File: config.mk
export PLATFORM = sky130hd
export DESIGN_NAME = quad_decoder
export DESIGN_NICKNAME = d
export VERILOG_FILES = /design/src/rtl/qdec_pkg.sv /design/src/rtl/debounce_filter.sv /design/src/rtl/quad_decoder.sv
export SDC_FILE = /design/constraint.sdc
export NUM_CORES = 1
export LEC_CHECK = 0
export BUFFER_PORTS_ARGS = -buffer_cell sky130_fd_sc_hd__buf_2
export CAP_MARGIN = 20
export CORE_ASPECT_RATIO = 0.8
export CORE_UTILIZATION = 45
export CTS_BUF_LIST = sky130_fd_sc_hd__clkbuf_4 sky130_fd_sc_hd__clkbuf_8 sky130_fd_sc_hd__clkbuf_16
export CTS_CLUSTER_DIAMETER = 150
export DETAILED_ROUTE_END_ITERATION = 7
export PLACE_DENSITY_LB_ADDON = 0.08
export REMOVE_ABC_BUFFERS = 1
export SYNTH_ARGS = -nofsm -noshare
export SYNTH_HDL_FRONTEND = slang
export SYNTH_SLANG_ARGS = --single-unit
export TNS_END_PERCENT = 50
File: constraint.sdc
create_clock -name clk -period 1.32 [get_ports clk]
set_input_delay 0.066 -clock clk [delete_from_list [all_inputs] [get_ports clk]]
set_output_delay 0.066 -clock clk [all_outputs]
set_load 0.02 [all_outputs]
File: src/rtl/qdec_pkg.sv
// -----------------------------------------------------------------------------
// qdec_pkg
// Shared definitions for the quadrature decoder:
//   gray_t       - {A,B} phase encodings
//   qdec_state_t - decode FSM states
//   DIR_UP/DIR_DN- direction levels driven on updown
//   next_up()    - successor of a phase state in the up (A leads B) sequence
// -----------------------------------------------------------------------------
package qdec_pkg;

  typedef enum logic [1:0] {
    S00 = 2'b00,
    S01 = 2'b01,
    S10 = 2'b10,
    S11 = 2'b11
  } gray_t;

  typedef enum logic {
    INIT  = 1'b0,
    TRACK = 1'b1
  } qdec_state_t;

  localparam logic DIR_UP = 1'b1;
  localparam logic DIR_DN = 1'b0;

  // Up sequence: 00 -> 10 -> 11 -> 01 -> 00
  function automatic gray_t next_up(input gray_t g);
    case (g)
      S00:     return S10;
      S10:     return S11;
      S11:     return S01;
      default: return S00;
    endcase
  endfunction

endpackage

File: src/rtl/debounce_filter.sv
// -----------------------------------------------------------------------------
// debounce_filter
// Two-flop synchroniser followed by a persistence filter. The filtered output
// only follows the synchronised input after it has differed from the current
// filtered value for FILT_LEN consecutive clk edges.
//   clk    - system clock, rising edge
//   clr_n  - asynchronous active-low reset
//   d_in   - raw asynchronous input
//   d_filt - synchronised, debounced output
// -----------------------------------------------------------------------------
module debounce_filter #(
  parameter int FILT_LEN = 4,
  parameter int CNT_W    = 8
) (
  input  logic clk,
  input  logic clr_n,
  input  logic d_in,
  output logic d_filt
);

  localparam logic [CNT_W-1:0] CNT_LAST = CNT_W'(FILT_LEN - 1);

  logic             sync_p0;
  logic             sync_p1;
  logic [CNT_W-1:0] cnt;

  always_ff @(posedge clk or negedge clr_n) begin
    if (!clr_n) begin
      sync_p0 <= 1'b0;
      sync_p1 <= 1'b0;
      cnt     <= '0;
      d_filt  <= 1'b0;
    end else begin
      // synchroniser stage
      sync_p0 <= d_in;
      sync_p1 <= sync_p0;
      // filter stage: the edge that would bring the count to FILT_LEN
      // accepts the new value and restarts the count
      if (sync_p1 == d_filt) begin
        cnt <= '0;
      end else if (cnt == CNT_LAST) begin
        d_filt <= sync_p1;
        cnt    <= '0;
      end else begin
        cnt <= cnt + 1'b1;
      end
    end
  end

endmodule

File: src/rtl/quad_decoder.sv
// -----------------------------------------------------------------------------
// quad_decoder
// Quadrature front end: synchronises and debounces encoder phases A/B, then
// decodes Gray-code transitions into a count-enable pulse and a direction.
//   clk    - system clock, rising edge
//   clr_n  - asynchronous active-low reset
//   a_in   - encoder phase A (asynchronous)
//   b_in   - encoder phase B (asynchronous)
//   step   - one-cycle pulse per legal transition
//   updown - direction of the most recent legal step (1 = up, 0 = down)
//   err    - illegal (two-bit) transition indicator
//   busy   - high while the decoder is still initialising
// Build option: define QDEC_ERR_STICKY_EN to make err a level that sets on the
// first illegal transition and holds until clr_n; otherwise err is a pulse.
// -----------------------------------------------------------------------------
module quad_decoder
  import qdec_pkg::*;
#(
  parameter int FILT_LEN = 4,
  parameter int CNT_W    = 8
) (
  input  logic clk,
  input  logic clr_n,
  input  logic a_in,
  input  logic b_in,
  output logic step,
  output logic updown,
  output logic err,
  output logic busy
);

  // INIT lasts FILT_LEN+3 edges: long enough for a level present at release
  // to reach the filtered outputs and be captured into prev.
  localparam int                INIT_W    = CNT_W + 1;
  localparam logic [INIT_W-1:0] INIT_LAST = INIT_W'(FILT_LEN + 2);

  logic              filt_a;
  logic              filt_b;
  gray_t             cur;
  gray_t             prev;
  qdec_state_t       state;
  qdec_state_t       state_nxt;
  logic [INIT_W-1:0] init_cnt;
  logic              step_nxt;
  logic              err_nxt;
  logic              updown_nxt;

  debounce_filter #(.FILT_LEN(FILT_LEN), .CNT_W(CNT_W)) u_filt_a (
    .clk    (clk),
    .clr_n  (clr_n),
    .d_in   (a_in),
    .d_filt (filt_a)
  );

  debounce_filter #(.FILT_LEN(FILT_LEN), .CNT_W(CNT_W)) u_filt_b (
    .clk    (clk),
    .clr_n  (clr_n),
    .d_in   (b_in),
    .d_filt (filt_b)
  );

  assign cur = gray_t'({filt_a, filt_b});

  // state register; prev tracks cur in both states
  always_ff @(posedge clk or negedge clr_n) begin
    if (!clr_n) begin
      state    <= INIT;
      prev     <= S00;
      init_cnt <= '0;
    end else begin
      state <= state_nxt;
      prev  <= cur;
      if (state == INIT) begin
        init_cnt <= init_cnt + 1'b1;
      end
    end
  end

  always_comb begin
    state_nxt = state;
    if (state == INIT && init_cnt == INIT_LAST) begin
      state_nxt = TRACK;
    end
  end

  always_comb begin
    step_nxt   = 1'b0;
    updown_nxt = updown;
`ifdef QDEC_ERR_STICKY_EN
    err_nxt    = err;
`else
    err_nxt    = 1'b0;
`endif
    if (state == TRACK && cur != prev) begin
      if (cur == next_up(prev)) begin
        step_nxt   = 1'b1;
        updown_nxt = DIR_UP;
      end else if (prev == next_up(cur)) begin
        step_nxt   = 1'b1;
        updown_nxt = DIR_DN;
      end else begin
        err_nxt = 1'b1;
      end
    end
  end

  // output register stage
  always_ff @(posedge clk or negedge clr_n) begin
    if (!clr_n) begin
      step   <= 1'b0;
      err    <= 1'b0;
      updown <= DIR_UP;
    end else begin
      step   <= step_nxt;
      err    <= err_nxt;
      updown <= updown_nxt;
    end
  end

  assign busy = (state == INIT);

endmodule

==> results.py, run 1 <==
metrics = {
    "placed_design": {
        "port_buffers": 7,
        "hpwl_um": 1842,
        "placed_area_mm2": 0.001849,
        "place_inst": 210,
        "pre_cts_slack_ns": -0.08778,
        "gp_congestion": 0.7912,
    },
    "critical_path": {
        "cp.arrival_ns": 1.52,
        "worstPathMaxFanout": 6,
        "crit_path_start_kind": "register",
        "path_class": "register to register",
        "cp.required_ns": 1.49,
        "crit_path_end_kind": "register",
    },
    "cts": {
        "tritoncts": "yes",
        "clock_path_buffers": 2,
        "path_clk_slew_ns": 0.07,
        "clock_latency_ns": 0.29,
        "cts_max_level": 2,
        "numCtsBuffers": 5,
        "cts-root-buf": "clkbuf_8",
        "cts_sinks": 37,
    },
    "power": {
        "totalPowerFinal_mw": 3.073,
        "vdd_drop_max_mv": 1.056,
        "p_sw_mw": 0.9195,
        "power_density_mw_per_mm2": 1545,
        "power.internal_mw": 2.153,
        "power.leakage_nw": 0.9308,
        "p_sw_frac": 0.2992,
        "pwr-share-clk": 0.253,
        "p_seq_frac": 0.469,
        "comb_power_share": 0.278,
    },
    "die": {
        "die_h_um": 55.40,
        "placementRows": 19,
        "coreArea_mm2": 0.003423,
        "die_area_mm2": 0.003809,
        "initial_utilization": 0.4686,
        "die_x_um": 68.75,
        "ioPinCount": 8,
    },
    "synthesis": {
        "synth_common_cells": "dfrtp_1, nor2_1, xor2_1, o21ai_0, xnor2_1",
        "yosys.area.top_type": "dfrtp_1",
        "synth.area.top_cells": "dfrtp_1, xor2_1, xnor2_1, ha_1, o21ai_0",
        "yosysTopAreaCellShare": 0.5616,
        "mappedNetlistArea_mm2": 0.001604,
        "syn_inst": 140,
        "ys.flop_type": "dfrtp_1",
        "seq_area_frac_synth": 0.5780,
        "synth_edf_count": 0,
        "async_reset_ff_frac": 1.000,
        "synth_area_per_cell_um2": 11.46,
        "yosysWarningCount": 0,
        "synth-seq-cells": 37,
        "ys_types": 24,
        "yosysMostFrequentCell": "dfrtp_1",
    },
    "finish": {
        "diodes": 0,
        "n_fill_cell": 304,
        "fin_nets": 187,
        "drive_above_1_share": 0.2722,
        "post-route-util": 0.5811,
        "area_delta_synth_final_pct": 24.03,
        "layout.cells.non_filler": 222,
        "fin_area_mm2": 0.001989,
    },
    "global_routing": {
        "gr-total-overflow": 0,
        "grt_max_degree": 38,
        "antenna_found_initial": 0,
        "grt_util_all_layers": 0.1719,
        "grt_pass1_vias": 1079,
        "grt_pass1_wl_um": 4719,
    },
    "status": {
        "status": "finished, violations left",
        "violations": "setup timing",
    },
    "timing": {
        "fmax_mhz": 740.6,
        "fin_crit_ns": 1.350,
        "skew_ns": 0.006549,
        "fin_ws_ns": -0.03023,
        "relSlewSlack": 0.7018,
        "rsz0062_at_grt": "yes",
        "final-setup-viol-count": 12,
        "fin_setup_tns_ns": -0.2000,
        "post-route-period-util": 1.023,
        "holdWs_ns": 0.3429,
        "final_max_slew_viol_count": 0,
        "worst_pin_slew_ns": 0.4472,
        "hold_viol_final": 0,
    },
    "routing": {
        "wl_met2_um": 1214,
        "wl_met3_um": 84,
        "vias": 1107,
        "drtIter0Drc": 24,
        "firstDrtPassIters": 4,
        "ant_nets": 0,
        "top_layer": "met4",
        "post-route-drc-count": 0,
        "wl_met1_um": 1350,
        "totalWireLength_um": 2715,
        "detail_route.wl_per_cell_um": 12.23,
        "vias_per_cell": 4.986,
    },
    "min_path": {
        "holdCritPathClass": "input pin to async pin",
    },
    "flow_run": {
        "max_cap_viol_count": 0,
    },
}
==> cell usage in the layout, fill, tap and decap left out, types with 3 or more instances in the layout <==
cell and n:
dlygate4sd3_1 3, dfrtp_1 36, buf_2 7, xnor2_1 9, clkbuf_8 5, nor2_1 12
buf_4 22, o21ai_0 9, xor2_1 12, ha_1 3, or3_1 6, nand2_1 6
nand4_1 3, inv_1 6, a21oi_1 8, nand3_1 8
==> what timing repair did <==
item	4_1_cts	5_1_grt
setup endpoints to repair	15	15
buffers inserted	0	1
pin swaps	11	1
resized for setup	4	3
hold buffers	3	0
endpoints found under the hold margin	38	0
==> metal layers <==
metal | GRT usage | vias up
li1 | - | 563
met3 | 0.04959 | 9
met2 | 0.2507 | 16
met4 | 0.09621 | 0
met5 | 0 | -
met1 | 0.2262 | 519
==> worst paths after layout <==
kind,start,to,slack [ns],cells past startpoint
setup / recovery,u_filt_b.cnt[1]$_DFF_PN0_,u_filt_b.cnt[7]$_DFF_PN0_,-0.03,4
hold / removal,clr_n,init_cnt[6]$_DFFE_PN0N_,0.34,3
setup reg to reg,u_filt_b.cnt[1]$_DFF_PN0_,u_filt_b.cnt[7]$_DFF_PN0_,-0.03,4
hold reg to reg,u_filt_a.sync_p0$_DFF_PN0_,u_filt_a.sync_p1$_DFF_PN0_,0.35,0
max in group asynchronous,clr_n,updown$_DFFE_PN1P_,0.63,3
min in group clk,u_filt_a.sync_p0$_DFF_PN0_,u_filt_a.sync_p1$_DFF_PN0_,0.35,0
==> logic make-up (layout without fill, tap and decap cells) <==
group / Yosys count / count (layout) / share of synthesized area
adders and majority gates: 4 / 4 / 0.03120
DFF: 37 / 37 / 0.5780
buffers and inverters: 6 / 46 / 0.01404
and+or+nand+nor: 49 / 49 / 0.1701
xor gates and xnor gates: 21 / 21 / 0.1147
AOI/OAI and AO/OA: 23 / 23 / 0.09204
==> flip-flops by register name (all words and copies together), names as in the netlist <==
register	cells
u_filt_b.sync_p0	1
u_filt_b.sync_p1	1
u_filt_a.cnt	8
u_filt_a.sync_p1	1
state	1
u_filt_b.cnt	8
prev	2
err	1
u_filt_a.d_filt	1
updown	1
u_filt_b.d_filt	1
init_cnt	9
step	1
u_filt_a.sync_p0	1
==> layout make-up <==
class | count | area [um2] | share of cell area
multi-input combinational | 97 | 670.6 | 0.3371
sequential | 37 | 927.1 | 0.4660
inverter | 6 | 22.52 | 0.01132
clock inverter | 2 | 10.01 | 0.005031
timing repair buffer | 32 | 230.2 | 0.1157
tap | 42 | 52.55 | 0.02642
clock buffer | 6 | 76.32 | 0.03836
==> power by group through the flow <==
stage / clock network (mW) / registers (mW) / logic (mW)
floorplan: 0 / 1.51 / 0.497
CTS: 0.805 / 1.44 / 0.842
global placement: 0 / 1.46 / 0.808
detailed placement: 0 / 1.46 / 0.819
finish: 0.778 / 1.44 / 0.855
global route: 0.851 / 1.47 / 0.980
==> critical path, cell delays in order (launching register included) <==
cell      delay (ns)
dfrtp_1         0.36
ha_2            0.19
or3b_4          0.40
o21bai_4        0.22
a21oi_1         0.06
Note: power is estimated with default switching activity, not from simulation.
==> run 2: changes to the inputs <==
ABC_AREA = 1   (was unset)
==> run 2 against run 1 <==
Against the previous run:
- the flow now finishes without violations
- critical path depth increased by 2
- wire length decreased by 2.6%
- worst setup slack improved by 0.15 ns
- critical endpoint is now u_filt_a.cnt[6]$_DFF_PN0_
- largest power group unchanged
- clock power decreased by 10%
- final area decreased by 2.5%
- critical path type unchanged
- clock skew decreased by 0.00089 ns
==> results.py, run 2 <==
metrics = {
    "die": {
        "placementRows": 19,
        "die_h_um": 56.76,
        "coreArea_mm2": 0.003495,
        "die_x_um": 70.45,
        "die_area_mm2": 0.003998,
        "ioPinCount": 8,
        "initial_utilization": 0.4826,
    },
    "routing": {
        "top_layer": "met4",
        "drtIter0Drc": 37,
        "firstDrtPassIters": 4,
        "vias": 1222,
        "totalWireLength_um": 2644,
        "wl_met3_um": 118,
        "wl_met2_um": 1184,
        "ant_nets": 0,
        "wl_met1_um": 1283,
        "vias_per_cell": 4.849,
        "post-route-drc-count": 0,
        "detail_route.wl_per_cell_um": 10.49,
    },
    "cts": {
        "tritoncts": "yes",
        "cts_max_level": 2,
        "clock_path_buffers": 2,
        "path_clk_slew_ns": 0.07,
        "numCtsBuffers": 5,
        "cts_sinks": 37,
        "cts-root-buf": "clkbuf_8",
        "clock_latency_ns": 0.28,
    },
    "timing": {
        "holdWs_ns": 0.2570,
        "final-setup-viol-count": 0,
        "worst_pin_slew_ns": 0.4531,
        "fmax_mhz": 836.0,
        "hold_viol_final": 0,
        "skew_ns": 0.005660,
        "relSlewSlack": 0.6979,
        "final_max_slew_viol_count": 0,
        "post-route-period-util": 0.9062,
        "rsz0062_at_grt": "yes",
        "fin_crit_ns": 1.196,
    },
    "synthesis": {
        "ys_types": 20,
        "yosysWarningCount": 0,
        "yosysTopAreaCellShare": 0.5341,
        "mappedNetlistArea_mm2": 0.001687,
        "synth_mux_area_frac": 0,
        "synth_top_family_by_area": "simple AND/OR/NAND/NOR gates",
        "synth-simple-area-share": 0.2656,
        "ys.flop_type": "dfrtp_1",
        "yosys.area.top_type": "dfrtp_1",
        "synthAdderAreaFrac": 0.02967,
        "synth_common_cells": "nand2_1, dfrtp_1, nor2_1, inv_1, xnor2_1",
        "synth_edf_count": 0,
        "async_reset_ff_frac": 1.000,
        "syn_inst": 187,
        "synth.area.top_cells": "dfrtp_1, nand2_1, nor2_1, inv_1, xnor2_1",
        "seq_area_frac_synth": 0.5497,
        "synth_area_per_cell_um2": 9.019,
        "synth-compound-area-share": 0.02596,
        "yosysMostFrequentCell": "nand2_1",
        "synth-seq-cells": 37,
        "synthXorXnorAreaFrac": 0.07789,
    },
    "power": {
        "power.internal_mw": 2.004,
        "pwr-share-clk": 0.231,
        "p_sw_mw": 1.011,
        "p_sw_frac": 0.3354,
        "p_seq_frac": 0.492,
        "vdd_drop_max_mv": 0.8309,
        "comb_power_share": 0.276,
        "power_density_mw_per_mm2": 1555,
        "power.leakage_nw": 0.9727,
    },
    "critical_path": {
        "cp.arrival_ns": 1.41,
        "crit_path_start_kind": "register",
        "ff2ff_setup_slack_ns": 0.12,
        "critical_path.startpoint": "u_filt_a.cnt[0]$_DFF_PN0_",
        "rr_worst_depth": 6,
        "cp.required_ns": 1.54,
        "crit_path_end_kind": "register",
        "worstPathMaxFanout": 4,
        "path_class": "register to register",
        "r2r_start": "u_filt_a.cnt[0]$_DFF_PN0_",
        "setup.worst_path.end": "u_filt_a.cnt[6]$_DFF_PN0_",
        "r2r-end": "u_filt_a.cnt[6]$_DFF_PN0_",
    },
    "global_routing": {
        "grt_max_degree": 23,
        "antenna_found_initial": 0,
        "grt_pass1_vias": 1143,
        "grt_pass1_wl_um": 4878,
        "gr-total-overflow": 0,
        "grt_util_all_layers": 0.1617,
    },
    "finish": {
        "fin_nets": 219,
        "post-route-util": 0.5550,
        "diodes": 0,
        "layout_common_cells": "nand2_1, dfrtp_1, nor2_1, inv_1, xnor2_1",
        "largest_reg_flops": 9,
        "top_register": "init_cnt",
        "final_common_cell": "nand2_1",
        "fin_area_mm2": 0.001939,
        "top_regs": "init_cnt: 9 flops, u_filt_a.cnt: 8 flops, u_filt_b.cnt: 8 flops",
        "area_delta_synth_final_pct": 14.99,
        "drive_above_1_share": 0.1714,
        "n_fill_cell": 306,
    },
    "flow_run": {
        "max_cap_viol_count": 0,
    },
    "min_path": {
        "holdCritPathClass": "input pin to async pin",
    },
    "placed_design": {
        "gp_congestion": 0.7595,
        "placed_area_mm2": 0.001804,
        "port_buffers": 7,
        "hpwl_um": 2024,
    },
    "status": {
        "status": "complete, no violations",
    },
}
-- run 2: cell count changes after synthesis, moves of 3 or more --
cell,before,now
a21oi_1,8,0
xor2_1,12,6
nand2_1,6,50
nor2_1,13,25
nand4_1,3,7
nand2_2,0,3
inv_1,6,21
o21ai_0,10,3
or3_1,6,0
-- run 2: power groups by stage --
stage                     Sequential [mW]  Clock, mW  Combinational, mW
final                                1.48      0.698              0.833
after global routing                 1.51      0.777              0.958
after CTS                            1.49      0.738              0.810
after detailed placement             1.51          0              0.802
after global placement               1.49          0              0.776
after floorplan                      1.53          0              0.531
-- run 2: stage by stage --
| stage | setup TNS (ns) | power [mW] | setup slack (ns) | std cells |
|---|---|---|---|---|
| 2_1_floorplan | 0 | 2.063 | 0.1876 | 187 |
| 4_1_cts | 0 | 3.033 | 0.06762 | 249 |
| 3_5_place_dp | 0 | 2.308 | 0.08772 | 240 |
| 6_report | 0 | 3.015 | 0.1238 | 252 |
| 5_1_grt | -0.02377 | 3.250 | -0.02377 | 252 |
| 3_3_place_gp | 0 | 2.268 | 0.1425 | 240 |
-- run 2: worst min path at each step --
stage | slack, ns | start | end | depth (start not counted)
detailed placement | 0.04 | clr_n | step$_DFF_PN0_ | 1
finish | 0.26 | clr_n | init_cnt[1]$_DFFE_PN0N_ | 2
CTS | 0.27 | clr_n | state$_DFFE_PN0P_ | 2
global route | 0.30 | clr_n | state$_DFFE_PN0P_ | 2
floorplan | -0.23 | clr_n | err$_DFF_PN0_ | 0
global placement | 0.04 | clr_n | step$_DFF_PN0_ | 1
-- run 2: what timing repair did --
action,in CTS,in global routing
buffers inserted,0,3
resized for setup,0,4
endpoints found under the setup margin,0,4
hold buffers,3,0
endpoints found under the hold margin,21,0
-- run 2: worst max-delay path: stages, from the launching register on --
cell	delay (ns)
dfrtp_1	0.38
ha_2	0.23
nand2_1	0.07
nor2_1	0.14
nand2_1	0.08
xor2_1	0.14
nor2_1	0.08
-- run 2: area by class of cell --
| class | instances | area (um2) | area share |
|---|---|---|---|
| Sequential cell | 37 | 928.4 | 0.4787 |
| Multi-Input combinational cell | 127 | 680.7 | 0.3510 |
| Timing Repair Buffer | 17 | 117.6 | 0.06065 |
| Inverter | 23 | 86.33 | 0.04452 |
| Clock buffer | 5 | 68.82 | 0.03548 |
| Tap cell | 42 | 52.55 | 0.02710 |
| Clock inverter | 1 | 5.005 | 0.002581 |
-- run 2: cells by family (layout without fill, tap and decap cells) --
group                    count (synthesis)  after routing
AND/OR/NAND/NOR                        101            101
adder cells (fa/ha/maj)                  4              4
XOR/XNOR                                15             15
flip-flops                              37             37
buffers and inverters                   23             46
AO/OA/AOI/OAI                            7              7
-- run 2: metal layers --
layer  track usage  up-vias
li1              -      631
met1        0.1991      558
met2        0.2585       26
met3       0.05027        7
met4       0.07714        0
met5             0        -
==> run 3: changes to the inputs <==
SYNTH_HIERARCHICAL = 1   (was unset)
==> run 3 against run 2 <==
Against the previous run:
- wire length is 12% higher
- area after synthesis grew 6.0%
- cell count is 11% higher
- core utilization decreased by 1.9 points
- global-route usage grew 0.44 points
- sequential cell count did not move
- fmax up 0.45%
- clock skew is 0.0011 ns higher
- sequential power hardly changed
- largest cell class unchanged
- largest power group unchanged
==> results.py, run 3 <==
metrics = {
    "timing": {
        "final-setup-viol-count": 0,
        "relSlewSlack": 0.6905,
        "final_max_slew_viol_count": 0,
        "fin_ws_ns": 0.1292,
        "skew_ns": 0.006747,
        "post-route-period-util": 0.9021,
        "fmax_mhz": 839.8,
        "rsz0062_at_grt": "no",
        "fin_crit_ns": 1.191,
        "hold_viol_final": 0,
        "worst_pin_slew_ns": 0.4642,
        "fin_setup_tns_ns": 0,
    },
    "power": {
        "p_sw_mw": 1.077,
        "pwr-share-clk": 0.267,
        "power.internal_mw": 2.112,
        "comb_power_share": 0.259,
        "p_seq_frac": 0.474,
        "p_sw_frac": 0.3378,
        "power.leakage_nw": 1.005,
        "power_density_mw_per_mm2": 1566,
        "vdd_drop_max_mv": 0.9706,
    },
    "min_path": {
        "holdCritPathClass": "input pin to async pin",
    },
    "finish": {
        "area_delta_synth_final_pct": 13.93,
        "diodes": 0,
        "top_register": "init_cnt",
        "fin_nets": 233,
        "layout_common_cells": "nand2_1, dfrtp_1, nor2_1, inv_1, nand3_1",
        "multi_input_area_um2": 762.0,
        "n_fill_cell": 364,
        "largest_reg_flops": 9,
        "regArea_um2": 927.1,
        "final_common_cell": "nand2_1",
        "drive_above_1_share": 0.1652,
        "post-route-util": 0.5355,
        "top_regs": "init_cnt: 9 flops, u_filt_a/cnt: 8 flops, u_filt_b/cnt: 8 flops",
    },
    "critical_path": {
        "r2r_start": "init_cnt[0]$_DFFE_PN0N_",
        "cp.arrival_ns": 1.36,
        "crit_path_end_kind": "register",
        "crit_path_start_kind": "register",
        "worstPathMaxFanout": 4,
        "critical_path.startpoint": "init_cnt[0]$_DFFE_PN0N_",
        "path_class": "register to register",
        "setup.worst_path.end": "init_cnt[8]$_DFFE_PN0N_",
        "rr_worst_depth": 5,
        "cp.required_ns": 1.49,
        "r2r-end": "init_cnt[8]$_DFFE_PN0N_",
        "ff2ff_setup_slack_ns": 0.13,
    },
    "cts": {
        "cts_sinks": 37,
        "path_clk_slew_ns": 0.07,
        "cts_max_level": 2,
        "post_cts_buffers": 0,
        "numCtsBuffers": 5,
        "cts-root-buf": "clkbuf_8",
        "clock_latency_ns": 0.28,
        "clock_path_buffers": 2,
        "tritoncts": "yes",
    },
    "die": {
        "die_x_um": 72.48,
        "initial_utilization": 0.4701,
        "die_area_mm2": 0.004231,
        "coreArea_mm2": 0.003804,
        "placementRows": 20,
        "die_h_um": 58.38,
        "ioPinCount": 8,
    },
    "global_routing": {
        "antenna_found_initial": 0,
        "grt_max_degree": 38,
        "grt_util_all_layers": 0.1660,
        "grt_pass1_wl_um": 5333,
        "grt_pass1_vias": 1200,
        "gr-total-overflow": 0,
    },
    "routing": {
        "vias": 1240,
        "totalWireLength_um": 2962,
        "post-route-drc-count": 0,
        "drtIter0Drc": 28,
        "detail_route.wl_per_cell_um": 10.62,
        "firstDrtPassIters": 4,
        "vias_per_cell": 4.444,
        "ant_nets": 0,
    },
    "synthesis": {
        "ys.flop_type": "dfrtp_1",
        "syn_inst": 205,
        "yosys.area.top_type": "dfrtp_1",
        "async_reset_ff_frac": 1.000,
        "ys_types": 23,
        "synth_area_per_cell_um2": 8.722,
        "synth_edf_count": 0,
        "synth.area.top_cells": "dfrtp_1, nand2_1, nor2_1, xor2_1, inv_1",
        "synth-seq-cells": 37,
        "synth_common_cells": "nand2_1, dfrtp_1, nor2_1, inv_1, nand3_1",
        "mappedNetlistArea_mm2": 0.001788,
        "yosysMostFrequentCell": "nand2_1",
        "yosysWarningCount": 6,
        "seq_area_frac_synth": 0.5185,
        "yosysTopAreaCellShare": 0.5038,
    },
    "placed_design": {
        "port_buffers": 7,
        "gp_congestion": 0.7455,
        "pre_cts_slack_ns": 0.06832,
        "hpwl_um": 2087,
    },
    "flow_run": {
        "max_cap_viol_count": 0,
    },
    "status": {
        "status": "complete, no violations",
    },
}
## run 3: cell count changes in the layout (fill, tap and decap cells not counted), sizes merged, moves of 3 or more
cell / previous run / this run
buf: 14 / 8
clkbuf: 5 / 8
inv: 23 / 29
nand3: 9 / 17
nand4: 7 / 1
nor2: 27 / 31
nor3: 5 / 0
xnor2: 9 / 5
xor2: 6 / 11
## run 3: how the worst min path moves through the flow
stage                     slack (ns)                         end                  startpoint  depth (start not counted)
after CTS                       0.36  u_filt_b/sync_p1$_DFF_PN0_  u_filt_b/sync_p0$_DFF_PN0_                          0
after global placement          0.14   u_filt_a/cnt[5]$_DFF_PN0_                       clr_n                          2
after detailed placement        0.14   u_filt_a/cnt[5]$_DFF_PN0_                       clr_n                          2
final                           0.35   u_filt_a/cnt[6]$_DFF_PN0_                       clr_n                          3
after global routing            0.37  u_filt_b/sync_p1$_DFF_PN0_  u_filt_b/sync_p0$_DFF_PN0_                          0
after floorplan                -0.23               err$_DFF_PN0_                       clr_n                          0
## run 3: layout make-up
type,count,area share
multi-input combinational,139,0.3741
inverter,29,0.05344
tap,55,0.03378
clock buffer,8,0.04791
timing repair buffer,11,0.03563
sequential,37,0.4552
## run 3: routing by layer
| metal | part of all wire | vias up | GRT usage |
|---|---|---|---|
| met4 | 0.011 | 0 | 0.05042 |
| met3 | 0.033 | 4 | 0.05308 |
| met1 | 0.53 | 565 | 0.2270 |
| met5 | 0 | - | 0 |
| li1 | - | 658 | - |
| met2 | 0.43 | 13 | 0.2537 |
## run 3: what timing repair did
item,4_1_cts,5_1_grt
resized for setup,0,2
endpoints found under the setup margin,0,8
hold endpoints to repair,38,0
hold buffers,3,0
## run 3: logic make-up after synthesis
family | Yosys count | synth area share
XOR/XNOR | 16 | 0.07837
flip-flops | 37 | 0.5185
buffers and inverters | 29 | 0.06088
AND/OR/NAND/NOR | 109 | 0.2736
AO/OA/AOI/OAI | 8 | 0.02659
adder cells (fa/ha/maj) | 6 | 0.04199
## run 3: per-stage QoR
step	total power, mW	cell area [um2]	cells	hold WS [ns]
global placement	2.338	1899	268	0.1368
floorplan	2.144	1788	205	-0.2296
finish	3.189	2037	279	0.3474
global route	3.436	2037	279	0.3701
detailed placement	2.357	1899	268	0.1409
CTS	3.229	2027	279	0.3616
## run 3: power by group through the flow
stage	clock (mW)	combinational, mW	sequential, mW
2_1_floorplan	0	0.590	1.55
3_3_place_gp	0	0.813	1.53
3_5_place_dp	0	0.824	1.53
4_1_cts	0.879	0.837	1.51
5_1_grt	0.920	0.967	1.55
6_report	0.852	0.826	1.51
## run 3: worst max-delay path, cell delays in order (launching register included)
cell	delay, ns
dfrtp_1	0.41
ha_1	0.21
nand3_2	0.13
nor2_4	0.12
nand3_2	0.07
xor2_1	0.15
